===== src/rtl/ffa_master_if.sv =====
// Command/response handshake bundle for the ffa_master initiator.
// The requester (control bus or sequencer) uses the master modport,
// ffa_master itself uses the slave modport.
interface ffa_master_if #(
    parameter int unsigned DATA_W = 8,
    parameter int unsigned ADDR_W = 3
);
    logic              cmd_valid;
    logic              cmd_ready;
    logic              cmd_op;
    logic [ADDR_W-1:0] cmd_addr;
    logic [DATA_W-1:0] cmd_wdata;
    logic              rsp_valid;
    logic              rsp_ready;
    logic [DATA_W-1:0] rsp_rdata;
    logic [1:0]        rsp_status;

    modport master (
        output cmd_valid, cmd_op, cmd_addr, cmd_wdata, rsp_ready,
        input  cmd_ready, rsp_valid, rsp_rdata, rsp_status
    );

    modport slave (
        input  cmd_valid, cmd_op, cmd_addr, cmd_wdata, rsp_ready,
        output cmd_ready, rsp_valid, rsp_rdata, rsp_status
    );
endinterface


===== src/rtl/ffa_master.sv =====
// ffa_master: single-command initiator for the flip-flop register array.
// Sequences one-cycle rd/wr strobes, captures registered array outputs and
// returns one response per command. Optional macro READBACK_VERIFY_EN adds
// a readback after every write and reports VERIFY_MISMATCH on disagreement.
module ffa_master #(
    parameter int unsigned DATA_W = 8,
    parameter int unsigned ADDR_W = 3
) (
    input  logic                   clk,
    input  logic                   resetn,
    ffa_master_if.slave            bus,
    output logic                   arr_wr_o,
    output logic                   arr_rd_o,
    output logic [ADDR_W-1:0]      arr_addr_o,
    output logic [DATA_W-1:0]      arr_din_o,
    input  logic [DATA_W-1:0]      arr_dout_i,
    input  logic                   arr_error_i,
    input  logic [2**ADDR_W-1:0]   arr_status_i,
    output logic [15:0]            op_count_o,
    output logic [7:0]             err_count_o
);
    localparam int unsigned CNT_W = 16;
    localparam int unsigned ERR_W = 8;

    localparam logic [2:0] S_IDLE    = 3'd0;
    localparam logic [2:0] S_WRITE   = 3'd1;
    localparam logic [2:0] S_WDONE   = 3'd2;
    localparam logic [2:0] S_READ    = 3'd3;
    localparam logic [2:0] S_CAPTURE = 3'd4;
    localparam logic [2:0] S_RESP    = 3'd5;
`ifdef READBACK_VERIFY_EN
    localparam logic [2:0] S_VRD     = 3'd6;
    localparam logic [2:0] S_VCAP    = 3'd7;
`endif

    localparam logic [1:0] ST_OK    = 2'b00;
    localparam logic [1:0] ST_UNWR  = 2'b01;
    localparam logic [1:0] ST_PERR  = 2'b10;
    localparam logic [1:0] ST_VMISS = 2'b11;

    logic [2:0]        state_q, state_d;
    logic              cmd_ready_q, cmd_ready_d;
    logic              rsp_valid_q, rsp_valid_d;
    logic [DATA_W-1:0] rsp_rdata_q, rsp_rdata_d;
    logic [1:0]        rsp_status_q, rsp_status_d;
    logic              arr_wr_q, arr_wr_d;
    logic              arr_rd_q, arr_rd_d;
    logic [ADDR_W-1:0] addr_q, addr_d;
    logic [DATA_W-1:0] wdata_q, wdata_d;
    logic [CNT_W-1:0]  op_count_q, op_count_d;
    logic [ERR_W-1:0]  err_count_q, err_count_d;
`ifdef READBACK_VERIFY_EN
    logic              perr_q, perr_d;
`endif

    // Next-state and next-register values; every output is a register
    always_comb begin
        state_d      = state_q;
        rsp_rdata_d  = rsp_rdata_q;
        rsp_status_d = rsp_status_q;
        addr_d       = addr_q;
        wdata_d      = wdata_q;
        op_count_d   = op_count_q;
        err_count_d  = err_count_q;
`ifdef READBACK_VERIFY_EN
        perr_d       = perr_q;
`endif
        case (state_q)
            S_IDLE: begin
                if (bus.cmd_valid && cmd_ready_q) begin
                    addr_d = bus.cmd_addr;
                    if (bus.cmd_op) begin
                        wdata_d = bus.cmd_wdata;
                        state_d = S_WRITE;
                    end else begin
                        state_d = S_READ;
                    end
                end
            end
            S_WRITE: state_d = S_WDONE;
            S_WDONE: begin
`ifdef READBACK_VERIFY_EN
                perr_d  = arr_error_i;
                state_d = S_VRD;
`else
                rsp_rdata_d  = wdata_q;
                rsp_status_d = arr_error_i ? ST_PERR : ST_OK;
                state_d      = S_RESP;
`endif
            end
            S_READ: state_d = S_CAPTURE;
            S_CAPTURE: begin
                if (arr_error_i) begin
                    rsp_rdata_d  = arr_dout_i;
                    rsp_status_d = ST_PERR;
                end else if (!arr_status_i[addr_q]) begin
                    rsp_rdata_d  = '0;
                    rsp_status_d = ST_UNWR;
                end else begin
                    rsp_rdata_d  = arr_dout_i;
                    rsp_status_d = ST_OK;
                end
                state_d = S_RESP;
            end
`ifdef READBACK_VERIFY_EN
            S_VRD: state_d = S_VCAP;
            S_VCAP: begin
                rsp_rdata_d = arr_dout_i;
                if (perr_q || arr_error_i) begin
                    rsp_status_d = ST_PERR;
                end else if ((arr_dout_i != wdata_q) || !arr_status_i[addr_q]) begin
                    rsp_status_d = ST_VMISS;
                end else begin
                    rsp_status_d = ST_OK;
                end
                state_d = S_RESP;
            end
`endif
            S_RESP: begin
                if (bus.rsp_ready) begin
                    op_count_d = op_count_q + CNT_W'(1);
                    if ((rsp_status_q != ST_OK) && (err_count_q != '1)) begin
                        err_count_d = err_count_q + ERR_W'(1);
                    end
                    state_d = S_IDLE;
                end
            end
            default: state_d = S_IDLE;
        endcase

        cmd_ready_d = (state_d == S_IDLE);
        arr_wr_d    = (state_d == S_WRITE);
`ifdef READBACK_VERIFY_EN
        arr_rd_d    = (state_d == S_READ) || (state_d == S_VRD);
`else
        arr_rd_d    = (state_d == S_READ);
`endif
        rsp_valid_d = (state_d == S_RESP);
    end

    // State and output registers with synchronous active-low reset
    always_ff @(posedge clk) begin
        if (!resetn) begin
            state_q      <= S_IDLE;
            cmd_ready_q  <= 1'b0;
            rsp_valid_q  <= 1'b0;
            rsp_rdata_q  <= '0;
            rsp_status_q <= ST_OK;
            arr_wr_q     <= 1'b0;
            arr_rd_q     <= 1'b0;
            addr_q       <= '0;
            wdata_q      <= '0;
            op_count_q   <= '0;
            err_count_q  <= '0;
`ifdef READBACK_VERIFY_EN
            perr_q       <= 1'b0;
`endif
        end else begin
            state_q      <= state_d;
            cmd_ready_q  <= cmd_ready_d;
            rsp_valid_q  <= rsp_valid_d;
            rsp_rdata_q  <= rsp_rdata_d;
            rsp_status_q <= rsp_status_d;
            arr_wr_q     <= arr_wr_d;
            arr_rd_q     <= arr_rd_d;
            addr_q       <= addr_d;
            wdata_q      <= wdata_d;
            op_count_q   <= op_count_d;
            err_count_q  <= err_count_d;
`ifdef READBACK_VERIFY_EN
            perr_q       <= perr_d;
`endif
        end
    end

    assign bus.cmd_ready  = cmd_ready_q;
    assign bus.rsp_valid  = rsp_valid_q;
    assign bus.rsp_rdata  = rsp_rdata_q;
    assign bus.rsp_status = rsp_status_q;
    assign arr_wr_o       = arr_wr_q;
    assign arr_rd_o       = arr_rd_q;
    assign arr_addr_o     = addr_q;
    assign arr_din_o      = wdata_q;
    assign op_count_o     = op_count_q;
    assign err_count_o    = err_count_q;

endmodule

===== src/flat_wrapper.sv =====
// flat-port wrapper written by rule: the top's interface ports become plain ports
module ffa_master_flat 
#(
    parameter int unsigned DATA_W = 8,
    parameter int unsigned ADDR_W = 3
)
  (clk, resetn, arr_wr_o, arr_rd_o, arr_addr_o, arr_din_o, arr_dout_i, arr_error_i, arr_status_i, op_count_o, err_count_o, bus_cmd_valid, bus_cmd_op, bus_cmd_addr, bus_cmd_wdata, bus_rsp_ready, bus_cmd_ready, bus_rsp_valid, bus_rsp_rdata, bus_rsp_status);
  ffa_master_if #(.DATA_W(DATA_W), .ADDR_W(ADDR_W)) bus_i ();
  input  logic clk;
  input  logic resetn;
  output logic arr_wr_o;
  output logic arr_rd_o;
  output logic [ADDR_W-1:0] arr_addr_o;
  output logic [DATA_W-1:0] arr_din_o;
  input  logic [DATA_W-1:0] arr_dout_i;
  input  logic arr_error_i;
  input  logic [2**ADDR_W-1:0] arr_status_i;
  output logic [15:0] op_count_o;
  output logic [7:0] err_count_o;
  input wire logic [$bits(bus_i.cmd_valid)-1:0] bus_cmd_valid;
  input wire logic [$bits(bus_i.cmd_op)-1:0] bus_cmd_op;
  input wire logic [$bits(bus_i.cmd_addr)-1:0] bus_cmd_addr;
  input wire logic [$bits(bus_i.cmd_wdata)-1:0] bus_cmd_wdata;
  input wire logic [$bits(bus_i.rsp_ready)-1:0] bus_rsp_ready;
  output wire logic [$bits(bus_i.cmd_ready)-1:0] bus_cmd_ready;
  output wire logic [$bits(bus_i.rsp_valid)-1:0] bus_rsp_valid;
  output wire logic [$bits(bus_i.rsp_rdata)-1:0] bus_rsp_rdata;
  output wire logic [$bits(bus_i.rsp_status)-1:0] bus_rsp_status;
  assign bus_i.cmd_valid = bus_cmd_valid;
  assign bus_i.cmd_op = bus_cmd_op;
  assign bus_i.cmd_addr = bus_cmd_addr;
  assign bus_i.cmd_wdata = bus_cmd_wdata;
  assign bus_i.rsp_ready = bus_rsp_ready;
  assign bus_cmd_ready = bus_i.cmd_ready;
  assign bus_rsp_valid = bus_i.rsp_valid;
  assign bus_rsp_rdata = bus_i.rsp_rdata;
  assign bus_rsp_status = bus_i.rsp_status;
  ffa_master #(.DATA_W(DATA_W), .ADDR_W(ADDR_W)) u_core (.clk(clk), .resetn(resetn), .bus(bus_i), .arr_wr_o(arr_wr_o), .arr_rd_o(arr_rd_o), .arr_addr_o(arr_addr_o), .arr_din_o(arr_din_o), .arr_dout_i(arr_dout_i), .arr_error_i(arr_error_i), .arr_status_i(arr_status_i), .op_count_o(op_count_o), .err_count_o(err_count_o));
endmodule

===== config.mk =====
export PLATFORM = sky130hd
export DESIGN_NAME = ffa_master_flat
export DESIGN_NICKNAME = d
export VERILOG_FILES = /design/src/rtl/ffa_master_if.sv /design/src/rtl/ffa_master.sv /design/src/flat_wrapper.sv
export SDC_FILE = /design/constraint.sdc
export NUM_CORES = 1
export LEC_CHECK = 0
export CORE_ASPECT_RATIO = 1.5
export CORE_UTILIZATION = 40
export DETAILED_ROUTE_END_ITERATION = 8
export GPL_TIMING_DRIVEN = 0
export PLACE_DENSITY = 0.68
export SKIP_LAST_GASP = 1
export SLEW_MARGIN = 20
export SYNTH_ARGS = -nofsm -noshare
export SYNTH_HDL_FRONTEND = slang
export SYNTH_SLANG_ARGS = --single-unit

===== constraint.sdc =====
create_clock -name clk -period 3.1 [get_ports clk]
set_clock_uncertainty 0.15 [all_clocks]
set_input_delay 0.62 -clock clk [delete_from_list [all_inputs] [get_ports clk]]
set_output_delay 0.62 -clock clk [all_outputs]
set_load 0.01 [all_outputs]

==> impl_metrics.toml <==
[outcome]
status = "complete, no violations"

[route]
drtAntennaViolNets = 0
routed_wl_per_cell_microns = 14.41
drt_first_iter_violations = 84
detail_route.first_pass.iterations = 4
wire_length_after_detailed_routing_microns = 6183
route.detailed.vias_per_inst = 5.343
post-route-drc-count = 0
route.vias.total = 2292

[grt]
grt_remaining_overflow = 0
grt_pass1_vias = 2122
grt_first_pass_wirelength_microns = 9825
track_usage = 0.2084
grt_max_degree = 17
antenna_found_initial = 0

[layout]
final_nets = 393
number_of_inserted_diodes = 0
flow.area_growth_from_synthesis_pct = 42.55
final_core_utilization = 0.5970
drive_gt1_frac = 0.05850
fin_area_sq_um = 3303

[synth]
syn-instance-count = 271
syn_avg_cell_area_sq_um = 8.551
synth_ff_type = "dfxtp_1"
most_frequent_cells_after_synthesis = "52 x dfxtp_1, 32 x nand2_1, 23 x nor2_1"
postSynthRegisterBits = 52
synth_largest_area_cell = "dfxtp_1"
yosys_warnings = 0
yosysMostFrequentCell = "dfxtp_1"
synth.net_count = 306
asyncSetResetFlopFracSynth = 0
mappedNetlistArea_sq_um = 2317
synthDistinctLibCells = 50
ys_top_cells_by_area = "dfxtp_1 45%, nand2_1 5.2%, a21oi_1 4.8%"
synth-edff-count = 0
yosysTopAreaCellShare = 0.4492
synth_sequential_area_ratio = 0.4492

[hold_path]
end_point_of_the_worst_hold_path = "u_core.arr_din_o[3]$_SDFFE_PN0P_"
timing.hold.worst_path_depth = 2
class_of_the_tightest_hold_or_removal_check = "reg -> reg"
hold_path.startpoint = "u_core.arr_din_o[3]$_SDFFE_PN0P_"

[timing]
unrepaired_setup_endpoints_after_global_routing = "false"
timing_max_transition_violations_final = 0
timing_worst_slew_pin_value_ns = 0.5912
setup_viol_count_final = 0
fin_crit_sh = 0.7400
max-slew-margin-rel = 0.6059
worst_slack_ns = 0.8060
fin_tns_setup_ns = 0
finalWorstPathRequiredPeriod_ns = 2.294
hold_viol = 0
max_freq_mhz = 435.9

[floorplanning]
rows = 33
io_pins = 82
die_width_microns = 64.15
core_sq_um = 5533
fp.dieH_microns = 95.22
floorplan.die_area_sq_um = 6108
initial_utilization = 0.4188

[cts]
depth_of_the_cts_h_tree = 2
cts_setup_buffers = 0
tritoncts = "built"
clk_latency_ns = 0.31
postCtsResizedCells = 0
cts_buffers = 5
post_cts_hold_buffer_count = 0
cts-root-buf = "clkbuf_8"
path_clk_slew_ns = 0.10
cts_sinks = 52
clockBufferDepth = 2

[setup_path]
reg2regPathDepth = 5
crit_path_max_fanout = 10
cp_data_required_time_ns = 3.19
r2r-end = "u_core.bus.rsp_status[0]$_SDFFE_PN0P_"
reg2reg_slack_ns = 1.16
worst_setup_path_start_kind = "primary input"
cpMaxStageDelayCell = "clkdlybuf4s50_1"
max_stage_delay_ns = 0.55
cell_breakdown_of_the_critical_path = "clkdlybuf4s50_1 > and4b_1 > buf_4 > nand3_1 > nor4_1 > mux2i_1"
critPathArrivalTime_ns = 2.39
end_kind = "register"
timing.rr.start = "u_core.arr_addr_o[0]$_SDFFE_PN0P_"
worst-setup-path-type = "in -> reg"

[place]
pre_cts_slack_ns = 0.4895
hpwl_microns = 4621
final_replace_weighted_congestion = 0.7192
place_area_sq_um = 3206
port_buffers = 80

[pwr]
p_switching_mw = 0.5352
power.switching_fraction = 0.3125
static-leakage-power_nw = 1.125
power.internal_mw = 1.177
combPwrFrac = 0.285
power_density_nw_per_um2 = 518.4
clockPowerShare = 0.244
worst_ir_drop_vdd_mv = 0.2973
sequentialPowerShare = 0.471

[job]
drv.max_cap_violation_count = 0
-- final cells by class --
| cell class | count | area [sq um] |
|---|---|---|
| clock inverter | 2 | 15.01 |
| tap | 70 | 87.58 |
| timing repair buffer | 80 | 800.8 |
| inverter | 10 | 37.54 |
| clock buffer | 6 | 82.58 |
| sequential | 52 | 1041 |
| buffer | 14 | 67.56 |
| multi-input combinational | 195 | 1171 |
| fill | 520 | 2230 |
-- sequential cells by signal (all words and copies together), names as in the netlist --
signal	flops
u_core.bus.rsp_rdata	8
u_core.arr_addr_o	3
u_core.state_q	3
u_core.bus.rsp_status	2
u_core.bus.rsp_valid	1
u_core.bus.cmd_ready	1
u_core.op_count_o	16
u_core.arr_din_o	8
u_core.arr_wr_o	1
u_core.err_count_o	8
u_core.arr_rd_o	1
-- worst max-delay path, delay by kind of cell --
family | cells | cell delay, ns
mux | 1 | 0.23
buf+inv | 2 | 0.75
simple gates | 3 | 0.78
-- layer usage --
metal / global-route usage / wire [microns] / vias to the layer above
li1: - / - / 1153
met1: 0.2351 / 2650 / 1070
met2: 0.3803 / 3123 / 61
met3: 0.04545 / 304 / 8
met4: 0.07778 / 104 / 0
met5: 0 / 0 / -
-- power by group through the flow --
stage	Combinational, mW	Sequential (mW)	Clock (mW)
floorplan	0.227	0.839	0
global placement	0.486	0.816	0
detailed placement	0.489	0.818	0
CTS	0.491	0.805	0.424
global route	0.534	0.815	0.444
finish	0.488	0.806	0.419
-- cells by family after synthesis --
kind of cell | Yosys count | synth area share
flip-flops | 52 | 0.4492
buffers and inverters | 24 | 0.04535
multiplexers | 8 | 0.04104
AO/OA/AOI/OAI | 69 | 0.1906
adder cells (fa/ha/maj) | 2 | 0.01080
XOR/XNOR | 8 | 0.03024
AND/OR/NAND/NOR | 108 | 0.2327
-- stage by stage --
stage / hold WS, ns / power, mW / cells
after detailed placement: 0.3155 / 1.307 / 421
final: 0.3256 / 1.712 / 429
after global routing: 0.3470 / 1.793 / 429
after CTS: 0.3293 / 1.719 / 429
after global placement: 0.3096 / 1.302 / 421
after floorplan: 0.3410 / 1.066 / 271
-- worst max path at each step --
stage,startpoint,endpoint,slack (ns)
after floorplan,arr_status_i[7],u_core.bus.rsp_status[0]$_SDFFE_PN0P_,1.12
after global placement,bus_rsp_ready,u_core.op_count_o[12]$_SDFFE_PN0P_,0.50
after detailed placement,bus_rsp_ready,u_core.op_count_o[14]$_SDFFE_PN0P_,0.49
after CTS,bus_rsp_ready,u_core.op_count_o[14]$_SDFFE_PN0P_,0.80
after global routing,bus_rsp_ready,u_core.op_count_o[14]$_SDFFE_PN0P_,0.65
final,bus_rsp_ready,u_core.op_count_o[14]$_SDFFE_PN0P_,0.81
-- layout by cell type (no fill, tap or decap), types with 7 or more instances in the layout --
master and instances:
o211ai_1 8, clkbuf_1 8, a31oi_1 8, nand2_1 32
nand3_1 15, o21ai_0 13, a21oi_1 22, nor2_1 23
nand4_1 7, inv_1 9, dfxtp_1 52, clkdlybuf4s50_1 80
Note: power is estimated with default switching activity, not from simulation.
